[src/rtl/gray_input_sampler.sv]
// gray_input_sampler: synchronises an asynchronous Gray-coded bus into clk, debounces it and
// publishes a new code only after it has been stable for STABLE_CYCLES samples. Accepted codes
// that are not a single-bit step from the previous one raise step_err.
// Optional feature: define GRAY_SAMPLER_ERRCNT_EN to build the saturating step_err counter;
// without it err_count is tied to zero.
module gray_input_sampler #(
    parameter int unsigned N             = 4,
    parameter int unsigned SYNC_STAGES   = 2,
    parameter int unsigned STABLE_CYCLES = 4
) (
    input  logic         clk,
    input  logic         rst_n,
    input  logic [N-1:0] gray_in,
    input  logic         sample_en,
    output logic [N-1:0] gray_out,
    output logic         gray_valid,
    output logic         step_err,
    output logic [7:0]   err_count
);

    localparam int unsigned CntW = $clog2(STABLE_CYCLES + 1);
    localparam int unsigned PopW = $clog2(N + 1);
    localparam logic [CntW-1:0] CntMax = CntW'(STABLE_CYCLES);
    localparam logic [CntW-1:0] CntOne = CntW'(1);

    typedef enum logic {StIdle, StSettle} state_t;

    logic [N-1:0]    r_sync [SYNC_STAGES];
    state_t          r_state;
    logic [N-1:0]    r_cand;
    logic [CntW-1:0] r_cnt;
    logic [N-1:0]    r_gray_out;
    logic            r_valid;
    logic            r_step_err;
    logic            r_first_done;

    logic [N-1:0]    w_sync;
    logic [N-1:0]    w_delta;
    logic [PopW-1:0] w_diff_bits;
    logic            w_step_bad;

    // Synchroniser chain; free-running so the filter always sees a fresh sample.
    always_ff @(posedge clk or negedge rst_n) begin
        if (!rst_n) begin
            for (int i = 0; i < SYNC_STAGES; i++) begin
                r_sync[i] <= '0;
            end
        end else begin
            r_sync[0] <= gray_in;
            for (int i = 1; i < SYNC_STAGES; i++) begin
                r_sync[i] <= r_sync[i-1];
            end
        end
    end

    assign w_sync  = r_sync[SYNC_STAGES-1];
    assign w_delta = r_cand ^ r_gray_out;

    // Number of bits the candidate differs from the currently published code.
    always_comb begin
        w_diff_bits = '0;
        for (int i = 0; i < N; i++) begin
            w_diff_bits = w_diff_bits + PopW'(w_delta[i]);
        end
    end

    // The very first acceptance after reset has no meaningful predecessor.
    assign w_step_bad = r_first_done && (w_diff_bits != PopW'(1));

    // Debounce FSM with registered publish/pulse outputs.
    always_ff @(posedge clk or negedge rst_n) begin
        if (!rst_n) begin
            r_state      <= StIdle;
            r_cand       <= '0;
            r_cnt        <= '0;
            r_gray_out   <= '0;
            r_valid      <= 1'b0;
            r_step_err   <= 1'b0;
            r_first_done <= 1'b0;
        end else begin
            r_valid    <= 1'b0;
            r_step_err <= 1'b0;
            case (r_state)
                StIdle: begin
                    if (sample_en && (w_sync != r_gray_out)) begin
                        r_state <= StSettle;
                        r_cand  <= w_sync;
                        r_cnt   <= CntOne;
                    end
                end
                StSettle: begin
                    if (!sample_en) begin
                        r_state <= StIdle;
                    end else if (w_sync == r_gray_out) begin
                        // Input fell back to the published code: treat as a glitch.
                        r_state <= StIdle;
                    end else if (w_sync != r_cand) begin
                        r_cand <= w_sync;
                        r_cnt  <= CntOne;
                    end else if (r_cnt == CntMax) begin
                        r_gray_out   <= r_cand;
                        r_valid      <= 1'b1;
                        r_step_err   <= w_step_bad;
                        r_first_done <= 1'b1;
                        r_state      <= StIdle;
                    end else begin
                        r_cnt <= r_cnt + CntOne;
                    end
                end
                default: r_state <= StIdle;
            endcase
        end
    end

`ifdef GRAY_SAMPLER_ERRCNT_EN
    logic       w_accept;
    logic [7:0] r_err_count;

    // Mirrors the FSM accept condition so the count moves on the same edge as step_err.
    assign w_accept = (r_state == StSettle) && sample_en && (w_sync != r_gray_out) &&
                      (w_sync == r_cand) && (r_cnt == CntMax);

    // Saturating count of step errors; only reset clears it.
    always_ff @(posedge clk or negedge rst_n) begin
        if (!rst_n) begin
            r_err_count <= 8'd0;
        end else if (w_accept && w_step_bad && (r_err_count != 8'hFF)) begin
            r_err_count <= r_err_count + 8'd1;
        end
    end

    assign err_count = r_err_count;
`else
    assign err_count = 8'd0;
`endif

    assign gray_out   = r_gray_out;
    assign gray_valid = r_valid;
    assign step_err   = r_step_err;

endmodule

[config.mk]
export PLATFORM = sky130hd
export DESIGN_NAME = gray_input_sampler
export DESIGN_NICKNAME = d
export VERILOG_FILES = /design/src/rtl/gray_input_sampler.sv
export SDC_FILE = /design/constraint.sdc
export NUM_CORES = 1
export LEC_CHECK = 0
export ABC_AREA = 1
export BUFFER_PORTS_ARGS = -buffer_cell sky130_fd_sc_hd__buf_4
export CORE_UTILIZATION = 55
export CTS_CLUSTER_SIZE = 30
export DETAILED_ROUTE_END_ITERATION = 10
export MAX_ROUTING_LAYER = met4
export PLACE_DENSITY_LB_ADDON = 0.08
export SLEW_MARGIN = 20
export SYNTH_ARGS = -nofsm -noshare
export SYNTH_HDL_FRONTEND = slang
export SYNTH_SLANG_ARGS = --single-unit
[constraint.sdc]
create_clock -name clk -period 3.1 [get_ports clk]
set_input_delay 0.62 -clock clk [delete_from_list [all_inputs] [get_ports clk]]
set_output_delay 0.62 -clock clk [all_outputs]
set_load 0.02 [all_outputs]
Word level (Yosys, flattened, before mapping)
Cells that the tools add are included.

Register bits after elaboration: 23. Output and inout port bits: 14.

Add/subtract/negate cells: 4. Eq/ne operators: 10. Multiplexer cells: 27. Bitwise gates (word level): 4. Reduce and logical (&&, ||, !) cells: 5.

Operators with widths (number): $mux 4 (4); $mux 1 (15); $mux 3 (5); $ne 4x4->1 (2); $pmux 4 s2 (1); $reduce_and 4->1 (2); $ne 2x2->1 const B (3); $pmux 3 s2 (1); $reduce_and 5->1 (1); $eq 4x4->1 (1); $xor 4x4->4 (1); $add 2x1->3 (1); $add 3x1->3 (1); $add 3x1->3 const B (1); $eq 3x3->1 const B (1); $ne 3x1->1 const B (1); $ne 3x3->1 const B (1); $not 1->1 (3); $add 1x1->2 (1); $logic_and 1x1->1 (2); $ne 2x1->1 const B (1); $pmux 1 s2 (1).

Longest topological paths before layout
Word-level depth: 11. Gate-level depth with buffers: 9. Mapped depth without buffers: 9.

Least setup slack after synthesis
Ideal clock, no wire load.

Path type: register -> register. From: register r_gray_out[0], in the netlist gray_out[0]. To: register r_step_err, in the netlist step_err. Arrival: 1994 ps. Required time: 2974 ps. Setup slack: 980 ps. Stages on the path, launching flop included: 8. Path buffers: 0. Cell sequence: dfrtp_1 > xnor2_1 > fa_1 > inv_1 > ha_1 > ha_1 > o31ai_1 > nor2_2.

Word-level cells in the longest chain between the ends: 11.

RTL lines: from (decl) (line 32) `logic [N-1:0] r_gray_out;`; from (signal assigned) (line 101) `r_gray_out <= r_cand;`; $xor 4x4->4 (line 57) `assign w_delta = r_cand ^ r_gray_out;`; $add 1x1->2 (line 63) `w_diff_bits = w_diff_bits + PopW'(w_delta[i]);`; $add 2x1->3 (line 63); $add 3x1->3 (line 63); $ne 3x1->1 (line 68) `assign w_step_bad = r_first_done && (w_diff_bits != PopW'(1));`; $logic_and 1x1->1 (line 68); $mux 1 (line 100) `end else if (r_cnt == CntMax) begin`; $mux 1 (line 97) `end else if (w_sync != r_cand) begin`; $mux 1 (*) (line 94) `end else if (w_sync == r_gray_out) begin`; $mux 1 (*) (line 92) `if (!sample_en) begin`; $mux 1 (*) (line 83) `case (r_state)`; to (signal assigned) (line 103) `r_step_err <= w_step_bad;`; to (decl) (line 34) `logic r_step_err;`.

Mark *: on every way between the ends. The rest lies on a longest branch, timed or not. A chain may end at the register's enable or synchronous reset.

Worst setup path in the final report
Same ends and word-level chain as after synthesis.

==> summary.txt <==
Route
  • Initial DRC count: 21
  • Vias: 815
  • Via density: 4.82
  • Average wire per standard cell: 10.0 µm
  • Final routed DRC violation total: 0
  • Antenna viol nets, final: 0
  • Pre-antenna DRT Iters: 6
  • Routed wire length: 1690 µm

STA
  • Hold violation count in the final report: 0
  • Final worst-path cycle share: 67.3%
  • Max-slew violation count: 0
  • Setup TNS: 0 ps
  • Achievable Freq: 479 MHz
  • Setup Skew: 3.51 ps
  • Final setup viols: 0
  • Crit path time final: 2090 ps
  • RSZ-0062 raised after global routing: false

Floorplan
  • Die width: 48.7 µm
  • Die area: 2370 µm²
  • Initial Util: 60.0%
  • Rows: 16
  • I/O pin total: 21
  • Vert. Die Dim: 48.7 µm
  • Core footprint: 2000 µm²

Logic synthesis
  • Primary FF master, synth: dfrtp_1
  • Mean cell area of the mapped netlist: 9.38 µm²
  • Synth Cell Area: 1200 µm²
  • Sequential-to-total area share from yosys stat: 47.9%
  • Post-synth EDFFs: 0
  • Post-synth top area cell: dfrtp_1
  • Synth cell count leaders: 37 x nand2_1, 23 x dfrtp_1, 17 x inv_1
  • Async S/R FF share, synth: 100%
  • Post-synthesis register bit count: 23
  • Synth Instances: 128
  • Ranking of synthesized cells by area: dfrtp_1 48%, nand2_1 12%, inv_1 5.3%, xnor2_1 5.1%, buf_4 5.0%
  • Synthesis Warnings: 0
  • Yosys top cell area share: 47.9%
  • Count leader, synth: nand2_1
  • Yosys cell types: 21

Cells and area
  • Post-layout nets: 155
  • Ratio of cells with drive above 1 in the final layout: 17.6%
  • Non-Filler Instances: 169
  • Area delta synth->final: 8.75%
  • N_diodes: 0

CTS
  • Worst-path clk slew: 120 ps
  • Clock buffer depth: 2
  • Root Buffer: clkbuf_4
  • Post-CTS Setup Bufs: 0
  • CTS tree: done
  • Skew-Pair Late Insertion Delay: 310 ps
  • Cts hold-fix bufs: 0
  • H-tree depth: 1
  • Inserted Clock Buffers: 3
  • CTS-repair resized insts: 0
  • Sink Count: 23

Setup path
  • Critical path type: reg2reg
  • Worst Path Arrival: 2300 ps
  • Critical path required time: 3310 ps
  • R2R Path Start: gray_out[0]$_DFFE_PN0P_
  • Worst Path Max Fanout: 4
  • Critical Path Start: gray_out[0]$_DFFE_PN0P_
  • Crit. End Element: flop
  • Startpoint Class: flop

Placed design
  • PortBufs: 12
  • HPWL Detailed: 1290 µm
  • DP Cell Count: 165
  • GPL Wtd Cong: 0.819

Power and ir drop
  • P_leak: 0.744 nW
  • PD cells: 435 nW/µm²
  • Maximum VDD drop: 0.335 mV

Run
  • Max-cap violations: 0

Global routing
  • First-pass GRT wire length: 3150 µm
  • Total GRT Usage: 18.1%
  • Grt total ovfl: 0
  • Pin count of the biggest net entering global routing: 24
  • Via count of the first global-routing pass: 776
  • Initial antenna violation count: 0

Hold path
  • Hold Crit Class: in2async

Run status
  • Status: complete, no violations
per-stage QoR:
step	hold WS (ps)	utilization, %	setup WS (ps)	total power [mW]	area, µm²
finish	167	65.3	1010	0.568	1310
global route	182	65.3	915	0.601	1310
CTS	170	65.3	991	0.577	1310
detailed placement	337	63.9	1020	0.438	1280
global placement	332	63.9	1040	0.436	1280
floorplan	324	-	980	0.422	1230
state kept, by name (all words and copies together) (netlist names):
signal        flops
gray_out          4
r_cand            4
r_sync            4
w_sync            4
r_cnt             3
gray_valid        1
r_first_done      1
r_state           1
step_err          1
placed cells by master (no fill, tap or decap), types with 2 or more instances in the layout:
master	count
nor2_4	3
nand2_1	37
clkbuf_4	3
nand2_2	2
ha_1	4
buf_4	12
conb_1	8
nand3_1	11
dfrtp_1	23
inv_1	17
nand4_1	2
nor2_1	4
xnor2_1	7
routing by layer:
layer	share of wire (%)	GRT usage, %	up-vias
li1	-	-	407
met1	48	23.0	382
met2	46	28.5	23
met3	3.7	1.89	3
met4	2.0	10.3	0
met5	0	-	-
logic make-up (layout without fill, tap and decap cells):
kind of cell             Yosys count  count (layout)  share of synthesized area [%]
AND/OR/NAND/NOR                   63              63                           26.9
buffers and inverters             26              33                           11.3
flip-flops                        23              23                           47.9
XOR/XNOR                           9               9                           7.19
adder cells (fa/ha/maj)            5               5                           5.83
other                              1               8                          0.312
AO/OA/AOI/OAI                      1               1                          0.625
power by group:
group | internal (mW) | switching (mW) | total [mW] | leakage, nW
Sequential | 0.314 | 0.0157 | 0.330 | 0.285
Clock | 0.0504 | 0.0873 | 0.138 | 0.0150
Combinational | 0.0381 | 0.0624 | 0.101 | 0.443
final cells by class:
cell class	instances	area, µm²
repair buffers	12	90.1
multi-input cells	86	517
inverters	17	63.8
flip-flops and latches	23	576
clock buffers	4	26.3
fillers	180	696
well taps	27	33.8
critical path: stages, from the launching register on:
cell and delay (ps):
dfrtp_1 440, xnor2_1 170, fa_1 540, inv_1 40
ha_1 180, ha_1 260, o31ai_1 280, nor2_2 60
worst paths after layout:
| check | cells past startpoint | endpoint | slack [ps] |
|---|---|---|---|
| setup / recovery | 7 | step_err$_DFF_PN0_ | 1010 |
| hold / removal | 1 | gray_out[1]$_DFFE_PN0P_ | 170 |
| setup reg to reg | 7 | step_err$_DFF_PN0_ | 1010 |
| hold reg to reg | 0 | w_sync[3]$_DFF_PN0_ | 360 |
| max in group asynchronous | 1 | r_cnt[1]$_DFFE_PN0P_ | 2710 |
| min in group clk | 0 | w_sync[3]$_DFF_PN0_ | 360 |
No activity file was read; power rests on OpenSTA's default activity.
